### src/rtl/prefix_adder_arbiter.sv
// prefix_adder_arbiter
//   Shares one 6-bit prefix adder among NUM_REQ requesters. Round-robin grant,
//   one operation in flight, valid/ready on both request and response sides.
//   The adder sees only registered operands, so its path starts at flops.
// Ports
//   clk, rst_n           clock, synchronous active-low reset
//   req_valid/req_ready  per-requester handshake; req_ready is one-hot in IDLE
//   req_x/req_y/req_cin  per-requester operands (requester i in req_x[i])
//   resp_valid/ready     result handshake
//   resp_s, resp_id      (X+Y+cin) mod 64 and the owning requester index
//   op_count             completed response handshakes, wraps

// 6-bit Kogge-Stone adder; carry-in is folded into bit 0's generate term.
module prefix_adder (
    input  logic [5:0] x,
    input  logic [5:0] y,
    input  logic       c_in,
    output logic [5:0] s
);
    logic [5:0] hs;
    logic [5:0] gl [4];
    logic [5:0] pl [4];

    always_comb begin
        hs    = x ^ y;
        gl[0] = x & y;
        pl[0] = hs;
        gl[0][0] = (x[0] & y[0]) | (hs[0] & c_in);
        for (int l = 0; l < 3; l++) begin
            for (int i = 0; i < 6; i++) begin
                if (i >= (1 << l)) begin
                    gl[l+1][i] = gl[l][i] | (pl[l][i] & gl[l][i - (1 << l)]);
                    pl[l+1][i] = pl[l][i] & pl[l][i - (1 << l)];
                end else begin
                    gl[l+1][i] = gl[l][i];
                    pl[l+1][i] = pl[l][i];
                end
            end
        end
        // carry into bit i is the group generate of bits [i-1:0]
        s = hs ^ {gl[3][4:0], c_in};
    end
endmodule

module prefix_adder_arbiter #(
    parameter int NUM_REQ = 4,
    parameter int ID_W    = 2,
    parameter int CNT_W   = 16
) (
    input  logic                          clk,
    input  logic                          rst_n,
    input  logic [NUM_REQ-1:0]            req_valid,
    input  logic [NUM_REQ-1:0][5:0]       req_x,
    input  logic [NUM_REQ-1:0][5:0]       req_y,
    input  logic [NUM_REQ-1:0]            req_cin,
    output logic [NUM_REQ-1:0]            req_ready,
    output logic                          resp_valid,
    input  logic                          resp_ready,
    output logic [5:0]                    resp_s,
    output logic [ID_W-1:0]               resp_id,
    output logic [CNT_W-1:0]              op_count
);
    typedef enum logic [1:0] {IDLE, EXEC, RESP} state_t;

    typedef struct packed {
        logic [5:0]      x;
        logic [5:0]      y;
        logic            cin;
        logic [ID_W-1:0] id;
    } op_t;

    state_t          state;
    op_t             op;
    logic [ID_W-1:0] rr_ptr;
    logic [ID_W-1:0] gnt_idx;
    logic            gnt_any;
    logic [5:0]      sum;

    // (base + off) mod NUM_REQ for off < NUM_REQ; works for non power-of-2 counts
    function automatic logic [ID_W-1:0] wrap_idx(input logic [ID_W-1:0] base, input int off);
        int j;
        j = int'(base) + off;
        if (j >= NUM_REQ) j = j - NUM_REQ;
        return ID_W'(j);
    endfunction

    // Scan from rr_ptr upward; descending loop so the nearest valid wins.
    always_comb begin
        gnt_any = 1'b0;
        gnt_idx = '0;
        for (int k = NUM_REQ - 1; k >= 0; k--) begin
            if (req_valid[wrap_idx(rr_ptr, k)]) begin
                gnt_any = 1'b1;
                gnt_idx = wrap_idx(rr_ptr, k);
            end
        end
    end

    always_comb begin
        req_ready = '0;
        if (state == IDLE && gnt_any) req_ready[gnt_idx] = 1'b1;
    end

    prefix_adder u_add (
        .x    (op.x),
        .y    (op.y),
        .c_in (op.cin),
        .s    (sum)
    );

    always_ff @(posedge clk) begin
        if (!rst_n) begin
            state      <= IDLE;
            op         <= '0;
            rr_ptr     <= '0;
            resp_valid <= 1'b0;
            resp_s     <= '0;
            resp_id    <= '0;
            op_count   <= '0;
        end else begin
            case (state)
                IDLE: begin
                    // a grant is always a handshake: ready only lands on a valid line
                    if (gnt_any) begin
                        op.x   <= req_x[gnt_idx];
                        op.y   <= req_y[gnt_idx];
                        op.cin <= req_cin[gnt_idx];
                        op.id  <= gnt_idx;
                        rr_ptr <= wrap_idx(gnt_idx, 1);
                        state  <= EXEC;
                    end
                end
                EXEC: begin
                    resp_s     <= sum;
                    resp_id    <= op.id;
                    resp_valid <= 1'b1;
                    state      <= RESP;
                end
                RESP: begin
                    if (resp_ready) begin
                        resp_valid <= 1'b0;
                        op_count   <= op_count + CNT_W'(1);
                        state      <= IDLE;
                    end
                end
                default: state <= IDLE;
            endcase
        end
    end
endmodule
### config.mk
export PLATFORM = sky130hd
export DESIGN_NAME = prefix_adder_arbiter
export DESIGN_NICKNAME = d
export VERILOG_FILES = /design/src/rtl/prefix_adder_arbiter.sv
export SDC_FILE = /design/constraint.sdc
export NUM_CORES = 1
export LEC_CHECK = 0
export CORE_MARGIN = 1
export CORE_UTILIZATION = 42
export DETAILED_ROUTE_END_ITERATION = 6
export GPL_ROUTABILITY_DRIVEN = 0
export PLACE_DENSITY_LB_ADDON = 0.2
export RECOVER_POWER = 50
export SLEW_MARGIN = 15
export SYNTH_ARGS = -nofsm -noshare
export SYNTH_HDL_FRONTEND = slang
export SYNTH_SLANG_ARGS = --single-unit
### constraint.sdc
create_clock -name clk -period 1.6 [get_ports clk]
set_input_delay 0.32 -clock clk [delete_from_list [all_inputs] [get_ports clk]]
set_output_delay 0.32 -clock clk [all_outputs]
set_load 0.05 [all_outputs]
==> impl_metrics.toml <==
[run_status]
violations = "setup timing"
status = "complete, but fails checks"

[critical_path]
startpoint = "req_valid[3]"
required_ps = 1280
worstPathArrival_ps = 1600
worstPathMaxFanout = 6
crit_type = "in2out"
rr_startpoint = "rr_ptr[0]"
cp-start-kind = "input port"
cp-end-kind = "output port"

[die]
ios = 88
die_area_um2 = 6546
initial_utilization_pct = 43.91
fp-row-count = 28
die_y_um = 80.91
die_x_um = 80.91
core_area_um2 = 5956

[drt]
drt_iter0_drc = 69
ant_nets = 0
via_per_inst = 5.118
wl_um = 6550
post-route-drc-count = 0
drtPass1Iterations = 4
via_count = 2477
wl_per_cell_um = 13.53

[clock_network]
cts_max_level = 2
clk_path_buf_depth = 2
clock-root-buffer = "clkbuf_8"
cts_tree = "yes"
cts_buffers = 5
cts.clk_slew.worst_paths_ps = 70
clk_latency_ps = 290
cts.sinks = 44

[power_and_ir_drop]
internal-power_w = 0.002441
p_leak_nw = 1.730
pwr-share-seq_pct = 35.1
p_clk_share_pct = 22.6
p_sw_w = 0.001256
power.density_nw_per_um2 = 916.2
sw_frac_of_total_pct = 33.97
vdd_drop_max_uv = 541.6
pwr-share-comb_pct = 42.3

[timing]
setup_viol = 15
worst_hold_slack_ps = 455.0
layout_setup_ws_ps = -323.9
rsz0062_at_grt = "yes"
period_needed_ps = 1924
finalCritPeriodShare_pct = 120.2
finalMaxSlewViolations = 0
finClkSkew_ps = 6.971
worstMarginPinSlew_ps = 638.7
final_hold_viol_count = 0
slew_headroom_pct = 57.60
fmax_mhz = 519.8

[yosys]
synth_seq_area_share_pct = 33.68
synthFlopType = "dfxtp_1"
mappedNetlistArea_um2 = 2615
netlist_instances = 287
synth_area_leader_cell = "dfxtp_1"
syn_nets = 353
yosysWarningCount = 0
yosysUniqueCellTypes = 54
synth_edf_count = 0
synthArstFlopShare_pct = 0
avgSynthCellArea_um2 = 9.112
synth_top_area_share_pct = 33.68
synth.area.top_cells = "dfxtp_1 (34%), nand2_1 (5.3%), o211ai_2 (5.3%), mux2i_1 (5.0%), xnor2_1 (4.4%)"
synth-seq-cells = 44

[cells_and_area]
layout.nets = 474
syn_to_final_growth_pct = 54.31
drive_above_1_share_pct = 31.78
antenna_cells = 0
stdcell_count = 484
final_cell_mix = "clkdlybuf4s50_1 (53), nand2_1 (36), buf_4 (34)"
mostFrequentLayoutCell = "clkdlybuf4s50_1"

[run]
cap_viol_max_count = 0

[hold_path]
hold_path.class = "reg2reg"
holdCritStartpoint = "op[0]"

[global_route]
grt_max_degree = 32
grt_pass1_wl_um = 10160
antenna_found_initial = 0
grt-ovfl-total = 0
grt_usage_pct = 20.06
grt_pass1_vias = 2329

[placed_design]
place_hpwl_um = 4898
placed_cells = 469
io_buffers = 87
## synth_stat cells (2+ instances only)
library cell  count
and4_1            2
mux2i_1          13
clkbuf_1          5
nor3_1            4
nor2b_1           3
clkbuf_8          2
fa_1              2
a21oi_1           9
nand2b_1          4
xor2_1            6
nand4_1           3
nor2_1            5
buf_6             2
and2_1           14
o211ai_2         11
ha_1              5
nand2_4           2
o211ai_1          2
and3_1            8
o21ai_0          14
a21o_1           14
xnor2_1          13
inv_1             6
a21boi_0          7
nor4b_1           2
nand2_1          37
a211oi_1          2
nand3_1          19
dfxtp_1          44
o21ai_1           3
## cell type report
class                   count  area, um2
well taps                  75      93.84
clock buffers               6      72.57
flip-flops and latches     44      898.4
clock inverters             2      35.03
repair buffers            127       1130
fillers                   523       1921
multi-input cells         224       1783
inverters                   6      22.52
## critical path: stages
cell and delay (ps):
dlygate4sd2_1 240, or2_4 300, nand4b_4 150, nand2_8 70, buf_4 140, nor4_4 190
buf_12 180
## per-layer routing
layer	vias up	track usage, %	wire length (um)
li1	1260	-	-
met1	1123	24.30	2865
met2	87	35.13	3234
met3	7	4.494	360
met4	0	6.071	90
met5	-	0	0
## per-stage QoR
step	area, um2	TNS, ps	worst slack (ps)	utilization (%)	total power (W)
global route	4035	-2874	-385.7	67.75	0.003890
finish	4035	-1639	-323.9	67.75	0.003697
detailed placement	3860	-13920	-680.8	64.81	0.002764
CTS	4039	-1591	-376.7	67.82	0.003662
floorplan	2724	-1018	-325.4	-	0.002222
global placement	3860	-12350	-601.4	64.81	0.002731
## kinds of logic (layout without fill, tap and decap cells)
family,after synthesis,in the layout,synth area share (%)
AO/OA/AOI/OAI,70,71,21.44
XOR/XNOR,19,19,6.364
adder cells (fa/ha/maj),7,7,3.924
buffers and inverters,20,141,5.598
flip-flops,44,44,33.68
multiplexers,13,13,4.976
AND/OR/NAND/NOR,114,114,24.02
## worst paths after layout
path | endpoint | slack, ps | cells after the start
worst max-delay path | req_ready[2] | -320 | 7
worst min-delay path | op[0] | 450 | 2
worst max register to register | op[13] | -140 | 8
worst min register to register | op[0] | 450 | 2
## sequential cells by signal, indices dropped and copies added (netlist names)
register	cells
state	2
rr_ptr	2
resp_s	6
resp_valid	1
resp_id	2
op_count	16
op	15
## repair_timing
action | CTS | global route
buffers inserted | 3 | 3
endpoints found under the setup margin | 24 | 25
cloned | 0 | 1
pin swaps | 14 | 9
hold buffers | 0 | 0
resized for setup | 22 | 16
## power groups by stage
stage / combinational, W / clock [W] / sequential [W]
2_1_floorplan: 0.000821 / 0 / 0.00140
3_3_place_gp: 0.00142 / 0 / 0.00131
3_5_place_dp: 0.00145 / 0 / 0.00132
4_1_cts: 0.00152 / 0.000848 / 0.00130
5_1_grt: 0.00168 / 0.000901 / 0.00131
6_report: 0.00156 / 0.000835 / 0.00130
(Power assumes the default switching activity.)
